<file path="config.mk">
export PLATFORM = sky130hd
export DESIGN_NAME = ex_muldiv_hilo
export DESIGN_NICKNAME = d
export VERILOG_FILES = /design/src/rtl/muldiv_pkg.sv /design/src/rtl/div_radix2_core.sv /design/src/rtl/ex_muldiv_hilo.sv
export SDC_FILE = /design/constraint.sdc
export NUM_CORES = 1
export LEC_CHECK = 0
export CORE_UTILIZATION = 55
export DETAILED_ROUTE_END_ITERATION = 16
export PLACE_DENSITY = 0.87
export RECOVER_POWER = 100
export REMOVE_ABC_BUFFERS = 1
export SYNTH_ARGS = -nofsm -noshare
export SYNTH_HDL_FRONTEND = slang
export SYNTH_HIERARCHICAL = 1
export SYNTH_SLANG_ARGS = --single-unit
</file>
<file path="constraint.sdc">
create_clock -name clk -period 14 [get_ports clk]
set_input_delay 2.8 -clock clk [delete_from_list [all_inputs] [get_ports clk]]
set_output_delay 2.8 -clock clk [all_outputs]
set_load 0.01 [all_outputs]
</file>
<file path="src/rtl/muldiv_pkg.sv">
// Shared encodings for the EX-stage multiply/divide unit: op codes, FSM states, stall bus indices.
package muldiv_pkg;

  localparam logic [2:0] MD_NOP   = 3'd0;
  localparam logic [2:0] MD_MULT  = 3'd1;
  localparam logic [2:0] MD_MULTU = 3'd2;
  localparam logic [2:0] MD_DIV   = 3'd3;
  localparam logic [2:0] MD_DIVU  = 3'd4;
  localparam logic [2:0] MD_MTHI  = 3'd5;
  localparam logic [2:0] MD_MTLO  = 3'd6;

  typedef enum logic [1:0] {
    IDLE = 2'd0,
    MUL  = 2'd1,
    DIV  = 2'd2,
    DONE = 2'd3
  } md_state_e;

  // Bit positions in the pipeline-wide stall bus
  localparam int STALL_W   = 6;
  localparam int STALL_PC  = 0;
  localparam int STALL_IF  = 1;
  localparam int STALL_ID  = 2;
  localparam int STALL_EX  = 3;
  localparam int STALL_MEM = 4;
  localparam int STALL_WB  = 5;

endpackage

</file>
<file path="src/rtl/div_radix2_core.sv">
// Unsigned restoring radix-2 divider; the first quotient bit is produced on the start edge,
// so ready_o rises DATA_W cycles after start_i. abort_i drops an operation in flight.
module div_radix2_core
  import muldiv_pkg::*;
#(
  parameter int DATA_W = 32,
  parameter int CNT_W  = $clog2(DATA_W) + 1
) (
  input  logic              clk,
  input  logic              rst,
  input  logic              start_i,
  input  logic              abort_i,
  input  logic [DATA_W-1:0] dividend_i,
  input  logic [DATA_W-1:0] divisor_i,
  output logic              ready_o,
  output logic [DATA_W-1:0] quot_o,
  output logic [DATA_W-1:0] rem_o
);

  logic              busy_q;
  logic [CNT_W-1:0]  cnt_q;
  logic [DATA_W-1:0] dsr_q, quo_q, rem_q;
  logic [DATA_W-1:0] dsr, quo_cur, rem_cur, quo_nxt, rem_nxt;
  logic [DATA_W:0]   trial, diff;

  // quo register doubles as the dividend shifter: dividend bits leave at the top,
  // quotient bits enter at the bottom
  always_comb begin
    dsr     = start_i ? divisor_i : dsr_q;
    quo_cur = start_i ? dividend_i : quo_q;
    rem_cur = start_i ? '0 : rem_q;
    trial   = {rem_cur, quo_cur[DATA_W-1]};
    diff    = trial - {1'b0, dsr};
    if (!diff[DATA_W]) begin
      rem_nxt = diff[DATA_W-1:0];
      quo_nxt = {quo_cur[DATA_W-2:0], 1'b1};
    end else begin
      rem_nxt = trial[DATA_W-1:0];
      quo_nxt = {quo_cur[DATA_W-2:0], 1'b0};
    end
  end

  always_ff @(posedge clk) begin
    if (rst) begin
      busy_q <= 1'b0;
      cnt_q  <= '0;
      dsr_q  <= '0;
      quo_q  <= '0;
      rem_q  <= '0;
    end else if (abort_i) begin
      busy_q <= 1'b0;
      cnt_q  <= '0;
    end else if (start_i || busy_q) begin
      dsr_q  <= dsr;
      quo_q  <= quo_nxt;
      rem_q  <= rem_nxt;
      cnt_q  <= start_i ? CNT_W'(1) : cnt_q + 1'b1;
      busy_q <= start_i ? 1'b1 : (cnt_q != CNT_W'(DATA_W - 1));
    end
  end

  assign ready_o = !busy_q;
  assign quot_o  = quo_q;
  assign rem_o   = rem_q;

endmodule

</file>
<file path="src/rtl/ex_muldiv_hilo.sv">
// EX-stage MULT/DIV unit with HI/LO: DATA_W+1 cycle latency (1 for div-by-zero or MULDIV_FAST_MUL_EN),
// holds EX via stallreq_o while busy, parks in DONE under stall_i and commits HI/LO on leaving DONE.
module ex_muldiv_hilo
  import muldiv_pkg::*;
#(
  parameter int DATA_W = 32,
  parameter int CNT_W  = $clog2(DATA_W) + 1
) (
  input  logic              clk,
  input  logic              rst,
  input  logic              stall_i,
  input  logic              annul_i,
  input  logic              start_i,
  input  logic [2:0]        op_i,
  input  logic [DATA_W-1:0] src1_i,
  input  logic [DATA_W-1:0] src2_i,
  output logic              stallreq_o,
  output logic              busy_o,
  output logic              done_o,
  output logic [1:0]        hilo_we_o,
  output logic [DATA_W-1:0] hi_wdata_o,
  output logic [DATA_W-1:0] lo_wdata_o,
  output logic [DATA_W-1:0] hi_o,
  output logic [DATA_W-1:0] lo_o
);

  md_state_e           state_q, state_d;
  logic [CNT_W-1:0]    cnt_q;
  logic                neg_res_q, neg_rem_q;
  logic [DATA_W-1:0]   mcand_q, res_hi_q, res_lo_q, hi_q, lo_q;
  logic [2*DATA_W-1:0] prod_q, prod_step, prod_fin, fast_prod, fast_res;
  logic [DATA_W:0]     sum;

  logic              is_mul, is_div, is_signed, s1_neg, s2_neg, div_zero, accept;
  logic [DATA_W-1:0] a1, a2, div_q, div_r, q_fix, r_fix;
  logic              div_ready, div_start;

  assign is_mul    = (op_i == MD_MULT) || (op_i == MD_MULTU);
  assign is_div    = (op_i == MD_DIV)  || (op_i == MD_DIVU);
  assign is_signed = (op_i == MD_MULT) || (op_i == MD_DIV);
  assign s1_neg    = is_signed && src1_i[DATA_W-1];
  assign s2_neg    = is_signed && src2_i[DATA_W-1];
  assign a1        = s1_neg ? -src1_i : src1_i;
  assign a2        = s2_neg ? -src2_i : src2_i;
  assign div_zero  = (src2_i == '0);
  assign accept    = (state_q == IDLE) && start_i && !annul_i && (is_mul || is_div);
  assign div_start = accept && is_div && !div_zero;

  // Shift-add: low half holds the unconsumed multiplier, high half the partial sum
  assign sum       = {1'b0, prod_q[2*DATA_W-1:DATA_W]} + (prod_q[0] ? {1'b0, mcand_q} : '0);
  assign prod_step = {sum, prod_q[DATA_W-1:1]};
  assign prod_fin  = neg_res_q ? -prod_step : prod_step;
  assign fast_prod = {{DATA_W{1'b0}}, a1} * {{DATA_W{1'b0}}, a2};
  assign fast_res  = (s1_neg ^ s2_neg) ? -fast_prod : fast_prod;
  assign q_fix     = neg_res_q ? -div_q : div_q;
  assign r_fix     = neg_rem_q ? -div_r : div_r;

  div_radix2_core #(.DATA_W(DATA_W), .CNT_W(CNT_W)) u_div (
    .clk        (clk),
    .rst        (rst),
    .start_i    (div_start),
    .abort_i    (annul_i),
    .dividend_i (a1),
    .divisor_i  (a2),
    .ready_o    (div_ready),
    .quot_o     (div_q),
    .rem_o      (div_r)
  );

  always_comb begin
    state_d    = state_q;
    hilo_we_o  = 2'b00;
    hi_wdata_o = '0;
    lo_wdata_o = '0;
    stallreq_o = (state_q == MUL) || (state_q == DIV) || accept;
    if (annul_i) begin
      state_d = IDLE;
    end else begin
      case (state_q)
        IDLE: begin
          if (start_i && is_mul) begin
`ifdef MULDIV_FAST_MUL_EN
            state_d = DONE;
`else
            state_d = MUL;
`endif
          end else if (start_i && is_div) begin
            state_d = div_zero ? DONE : DIV;
          end else if (start_i && !stall_i && op_i == MD_MTHI) begin
            hilo_we_o  = 2'b10;
            hi_wdata_o = src1_i;
          end else if (start_i && !stall_i && op_i == MD_MTLO) begin
            hilo_we_o  = 2'b01;
            lo_wdata_o = src1_i;
          end
        end
        MUL: if (cnt_q == CNT_W'(DATA_W - 1)) state_d = DONE;
        DIV: if (div_ready) state_d = DONE;
        DONE: begin
          if (!stall_i) begin
            state_d    = IDLE;
            hilo_we_o  = 2'b11;
            hi_wdata_o = res_hi_q;
            lo_wdata_o = res_lo_q;
          end
        end
        default: state_d = IDLE;
      endcase
    end
  end

  always_ff @(posedge clk) begin
    if (rst) begin
      state_q   <= IDLE;
      cnt_q     <= '0;
      neg_res_q <= 1'b0;
      neg_rem_q <= 1'b0;
      mcand_q   <= '0;
      prod_q    <= '0;
      res_hi_q  <= '0;
      res_lo_q  <= '0;
      hi_q      <= '0;
      lo_q      <= '0;
    end else begin
      state_q <= state_d;
      if (hilo_we_o[1]) hi_q <= hi_wdata_o;
      if (hilo_we_o[0]) lo_q <= lo_wdata_o;
      case (state_q)
        IDLE: begin
          if (accept) begin
            cnt_q     <= '0;
            mcand_q   <= a1;
            prod_q    <= {{DATA_W{1'b0}}, a2};
            neg_res_q <= s1_neg ^ s2_neg;
            neg_rem_q <= s1_neg;
            if (is_div && div_zero) begin
              res_hi_q <= src1_i;
              res_lo_q <= '1;
            end
`ifdef MULDIV_FAST_MUL_EN
            else if (is_mul) begin
              {res_hi_q, res_lo_q} <= fast_res;
            end
`endif
          end
        end
        MUL: begin
          if (!annul_i) begin
            prod_q <= prod_step;
            cnt_q  <= cnt_q + 1'b1;
            if (cnt_q == CNT_W'(DATA_W - 1)) {res_hi_q, res_lo_q} <= prod_fin;
          end
        end
        DIV: if (!annul_i && div_ready) {res_hi_q, res_lo_q} <= {r_fix, q_fix};
        default: ;
      endcase
    end
  end

  assign busy_o = (state_q != IDLE);
  assign done_o = (state_q == DONE);
  assign hi_o   = hi_q;
  assign lo_o   = lo_q;

endmodule

</file>
* Word level (Yosys, flattened, before mapping)
Cells that the tools add are included.
W data, S select, Z words.
** Storage, ports and cells
- Register bits :: 337
- Bits in latches :: 0
- Memory bits (writable) :: 0
- Memory bits (read-only) :: 0
- Input port bits :: 72
- Output and inout bits :: 133
- Word-level logic and storage cells :: 139
- Memories :: 0
** Operators by class
- Add/sub/neg operators :: 9
- $mul :: 0
- Div/mod/pow operators :: 0
- Magnitude comparators :: 0
- Equality and inequality tests :: 19
- Shift operators :: 0
- Mux-type cells :: 58
- Bitwise gates (word level) :: 2
- Reduce and logical (&&, ||, !) cells :: 36
** Operators with widths (count)
- $mux W32 :: 30
- $mux W64 :: 3
- $pmux W32 S3 :: 2
- $neg A32 Y32 :: 4
- $pmux W32 S2 :: 2
- $pmux W64 S2 :: 1
- $neg A64 Y64 :: 1
- $add A32 B32 Y33 :: 1
- $sub A33 B32 Y33 :: 1
- $logic_not A32 Y1 :: 1
- $mux W2 :: 10
- $mux W6 :: 3
- $logic_and A1 B1 Y1 :: 14
- $add A6 B1 Y6 const B :: 2
- $pmux W6 S2 :: 1
- $eq A3 B3 Y1 const B :: 3
- $ne A2 B2 Y1 const B :: 4
- $pmux W2 S4 :: 1
- $logic_or A1 B1 Y1 :: 7
- $eq A3 B2 Y1 const B :: 2
- $eq A6 B5 Y1 const B :: 1
- $ne A2 B1 Y1 const B :: 3
- $ne A6 B5 Y1 const B :: 1
- $reduce_and A6 Y1 :: 1
- other kinds (16) :: 25

* Longest topological paths before layout
- Depth in word-level cells :: 9
- Depth in mapped cells :: 24
- Mapped depth without buffers :: 21

* Modules after synthesis
Netlist, hierarchy kept.
** By module, submodules not included
- ex_muldiv_hilo :: times used 1, cells an instance 2216, area an instance 16236.8 um^2, seq. area each 4684.5 um^2
- div_radix2_core :: times used 1, cells an instance 785, area an instance 6476.2 um^2, seq. area each 2062.0 um^2

* Worst setup path before layout
Ideal clock, no wire load.
- Path type :: in2reg
- From :: in src2_i[2]
- To :: reg u_div.rem_q[31] (netlist: u_div/rem_o[31])
- Setup time :: 0.079 ns
- Data arrival time :: 7.704 ns
- Required time :: 13.921 ns
- Slack :: 6.217 ns
- Stages :: 20
- Path buffers :: 4
- Cell sequence :: nor4_1 > and3_1 > nand3_1 > or4_1 > nor2b_1 > clkbuf_1 > clkbuf_1 > buf_1 > mux2i_1 > ha_1 > o21a_1 > o2111a_1 > o21ai_1 > a211oi_1 > a2111o_1 > buf_6 > xnor2_4 > nand2_2 > or4_1 > o211ai_1
** On the way
- Cells in the longest elaborated chain, start to end :: 6
- Elaborated cells between the ends (all ways) :: 12
- Classes of those cells :: add/sub: 2; mux: 5; reduce/logical: 5
** Ends and longest elaborated chain
- from (decl) :: RTL line ex_muldiv_hilo.sv:16 : input logic [DATA_W-1:0] src2_i,
- $logic_not A32 Y1 (*) :: RTL line ex_muldiv_hilo.sv:45 : assign div_zero = (src2_i == '0);
- $logic_not A1 Y1 (*) :: RTL line ex_muldiv_hilo.sv:47 : assign div_start = accept && is_div && !div_zero;
- $logic_and A1 B1 Y1 (*) :: RTL line ex_muldiv_hilo.sv:47
- via div_start :: RTL line ex_muldiv_hilo.sv:36 : logic div_ready, div_start;
- $mux W32, on equally long branches :: RTL line div_radix2_core.sv:30, div_radix2_core.sv:29, div_radix2_core.sv:31
- $sub A33 B32 Y33 :: RTL line div_radix2_core.sv:33 : diff = trial - {1'b0, dsr};
- $mux W32 :: RTL line div_radix2_core.sv:34 : if (!diff[DATA_W]) begin
- to (signal assigned) :: RTL line div_radix2_core.sv:56 : rem_q <= rem_nxt;
- to (decl) :: RTL line div_radix2_core.sv:22 : logic [DATA_W-1:0] dsr_q, quo_q, rem_q;
Mark *: on every way through the listed nets, which the timed path passes. The rest lies on a longest branch.
A chain may end at the register's enable or synchronous reset.

* Worst setup path in the final report
- From :: in op_i[1]
- To :: reg u_div.rem_q[31] (netlist: u_div/rem_o[31])
** On the way
- Cells in the longest elaborated chain, start to end :: 9
- Elaborated cells between the ends (all ways) :: 22
- Classes of those cells :: add/sub: 1; eq/ne: 4; mux: 6; reduce/logical: 11
** Ends and longest elaborated chain
- from (decl) :: RTL line ex_muldiv_hilo.sv:14 : input logic [2:0] op_i,
- $eq A3 B1 Y1, or another cell as far along :: RTL line ex_muldiv_hilo.sv:38 : assign is_mul = (op_i == MD_MULT) || (op_i == MD_MULTU);
- $logic_or A1 B1 Y1, on equally long branches :: RTL line ex_muldiv_hilo.sv:38, ex_muldiv_hilo.sv:39
- $logic_or A1 B1 Y1 :: RTL line ex_muldiv_hilo.sv:46 : assign accept = (state_q == IDLE) && start_i && !annul_i && (is_mul || is_div);
- $logic_and A1 B1 Y1 :: RTL line ex_muldiv_hilo.sv:46
- $logic_and A1 B1 Y1 (*) (2 in a row) :: RTL line ex_muldiv_hilo.sv:47
- via div_start :: RTL line ex_muldiv_hilo.sv:36
- $mux W32, on equally long branches :: RTL line div_radix2_core.sv:30, div_radix2_core.sv:29, div_radix2_core.sv:31
- $sub A33 B32 Y33 :: RTL line div_radix2_core.sv:33
- $mux W32 :: RTL line div_radix2_core.sv:34
Marked as above.

==> results.md <==
* Worst R2R Start: state_q[0]
* Period Utilization, post-route at 0.835
* Fraction of layout instances using a drive strength above 1 at 0.0429
* Routed wire length at 78.2 mm
* Leakage power at 0.00980 uW
* Highest fanout seen on the critical path at 92
* Die boundary height at 205 um
* Count of flip-flops with a built-in enable after synthesis at 0
* Endpoint of the worst hold path: mcand_q[31]
* Post-synth top area share at 0.297
* Number of placed instances, taps included at 3545
* Total power of the final layout at 2570 uW
* Fin. max-slew vios at 449
* Area of all sequential standard cells at 0.00675 mm^2
* Rows at 74
* Signed area change from the synthesized netlist to the final layout at 14.8%
* TritonCTS clock tree: yes
* Setup crit end kind: flop
* Via count of the first global-routing pass at 22400
* Area of the mapped netlist at 0.0227 mm^2
* Clock sink count at 337
* Yosys reg bits at 337
* F_max at 85.6 MHz
* Number of synthesis warnings at 6
* First-pass detailed-route iteration total at 7
* Number of filler instances in the final layout at 3504
* Unrepaired setup endpoints after global routing: false
* Max VDD drop at 0.0790 mV
* Hold Buf Count CTS at 0
* Critical setup path kind: input pin to flop
* Area of the die at 0.0421 mm^2
* Count of cells along the worst register-to-register path at 13
* Area of the multi-input gates at 0.0150 mm^2
* Async S/R FF share, synth at 0
* Iteration-0 DRC Markers at 2666
* Proportion of synthesized chip area in sequential cells at 0.297
* Crit path setup slack, layout at 2.32 ns
* Wirelength per Cell at 21.7 um
* Hold violation count in the final report at 0
* Number of non-filler instances in the completed layout at 3611
* Vias at 23800
* Register-to-register setup slack at 4.73 ns
* Chip Width at 205 um
* Level count of the clock H-tree at 2
* Count of cell types in the netlist at 92
* Violated checks: max-capacitance violations, max-slew violations
* Dominant cells by area after synthesis: dfxtp_1 30%, nor2_1 7.4%, xnor2_1 6.4%
* Total Routing Usage GR at 0.363
* Number of gates resized after CTS at 0
* Min-Delay Startpoint: mcand_q[31]
* Worst hold stages at 2
* GRT overflow at 0
* Clock latency reported for the late side of the worst-skew pair at 0.58 ns
* Buffer count from post-CTS setup fixing at 0
* Max-capacitance violation count at 9
* Antenna-violating nets left at 0
* Tightest slew margin relative to the limit at -1.39
* Total CTS buffers at 39
* Final HPWL from detailed placement at 55.4 mm
* Most used standard cell by instance count after synthesis: nor2_1
* Setup-violating endpoint count in the final report at 0
* Class of the tightest hold or removal check: flop to flop
* Status: complete, but fails checks
* Number of buffer cells added on primary ports at 204
* Placement Setup Slack at 3.74 ns
* Top cell types by occurrence after synthesis: 447 x nor2_1, 337 x dfxtp_1, 278 x nand2_1
* Dominant synthesized flop cell: dfxtp_1
* Worst Skew at 0.0204 ns
* Effective utilization at floorplan at 0.558
* I/O Pins at 205
* Nature of the critical path startpoint: input pin
* Power per cell area at 98.6 mW/mm^2
* Placer congestion estimate at 1.04
* Worst slew pin tran at 3.58 ns
* Clock root buffer master: clkbuf_16
* Final Util at 0.640
* Net count of the finished layout at 3204
* Largest area contributor in the synthesized netlist: dfxtp_1
* Clock period minus final worst setup slack at 11.68 ns
* Largest net degree at the start of global routing at 128
* Clock slew at the register clock pins of the worst setup and hold paths at 0.06 ns
* Initial antenna violation count at 2
* Cell count after synthesis at 3001
* Global-route wire length before repair at 121 mm
* Critical path data arrival time at 12.16 ns
* Core ar. at 0.0407 mm^2
* Average footprint of a synthesized cell at 7.57 um^2
* Maximum count of clock buffers along a single path at 3
* Worst EP required at 14.48 ns
* Reg2reg end: u_div/rem_o[31]
* Post-DR vias/cell at 6.58
* Final routed DRC violation total at 0
* Ant diodes at 0
[sequential cells by signal, indices dropped and copies added (netlist names), 32 cells and up]
name	count
u_div/quot_o	32
u_div/rem_o	32
res_lo_q	32
u_div/dsr_q	32
res_hi_q	32
lo_o	32
mcand_q	32
prod_q	64
hi_o	32
[how the worst max path moves through the flow]
stage,start,endpoint,slack [ns],cells after the start
finish,op_i[1],u_div/rem_o[31],2.32,14
global route,op_i[1],u_div/rem_o[31],1.94,14
CTS,op_i[1],u_div/rem_o[31],4.25,20
detailed placement,op_i[0],u_div/rem_o[31],3.74,20
global placement,src2_i[0],u_div/rem_o[31],4.00,19
floorplan,op_i[1],u_div/rem_o[31],-4.20,10
[layout make-up]
class,count,area share
clock buffers,57,0.0443
clock inverters,9,0.00451
inverters,47,0.00677
multi-input cells,2396,0.575
flip-flops and latches,337,0.259
well taps,532,0.0255
repair buffers,233,0.0854
[power by group]
| part | internal (uW) | leakage (uW) | total (uW) | switching [uW] |
|---|---|---|---|---|
| logic | 174 | 0.00644 | 514 | 340 |
| registers | 991 | 0.00273 | 1020 | 28.5 |
| clock network | 609 | 0.000627 | 1040 | 430 |
| total | 1770 | 0.00980 | 2570 | 799 |
[metal layers]
metal | up-vias | part of all wire | global-route usage | wire [um]
met1 | 11200 | 0.41 | 0.474 | 31700
li1 | 11000 | - | - | -
met3 | 238 | 0.097 | 0.0684 | 7590
met5 | - | 0.00033 | 0 | 26
met2 | 1330 | 0.46 | 0.585 | 35800
met4 | 4 | 0.039 | 0.151 | 3060
[worst max-delay path, cell delays in order]
cell,delay [ns]
dlygate4sd3_1,0.65
nor2_1,0.09
xnor2_1,0.25
and4b_1,0.22
clkbuf_1,1.49
nand2_1,0.35
nor2b_4,0.88
clkinv_1,0.67
a21oi_4,0.28
clkbuf_1,2.53
buf_4,1.07
nand2_2,0.17
or4_1,0.53
o211ai_1,0.12
[cells by family (layout without fill, tap and decap cells)]
kind of cell	after synthesis	in the layout	share of synthesized area
AO/OA/AOI/OAI	857	857	0.255
XOR/XNOR	231	231	0.0899
buffers and inverters	268	346	0.0462
AND/OR/NAND/NOR	1155	1155	0.235
multiplexers	75	75	0.0332
flip-flops	337	337	0.297
adder cells (fa/ha/maj)	78	78	0.0436
[per-stage QoR]
stage	hold WS [ns]	cell area (um^2)	setup TNS (ns)
floorplan	0.426	21800	-364.53
global placement	0.442	24800	0
detailed placement	0.451	24800	0
CTS	0.459	26100	0
global route	0.489	26100	0
finish	0.457	26100	0
[placed cells by master, fill, tap and decap left out, types with 29 or more instances in the layout]
cell type and n:
o31ai_1 43, clkdlybuf4s50_1 68, ha_1 73, nor3_1 73, or3_1 29, dlygate4sd3_1 135
clkbuf_16 40, xor2_1 65, mux2i_1 72, inv_1 45, nor2_1 446, a22oi_1 84
dfxtp_1 336, nor2b_1 40, a211oi_1 96, nand3_1 89, and2_1 45, o21ai_0 124
nand2_1 278, a21oi_1 219, xnor2_1 165, a31oi_1 69
Power figures use the tool's default switching activity.
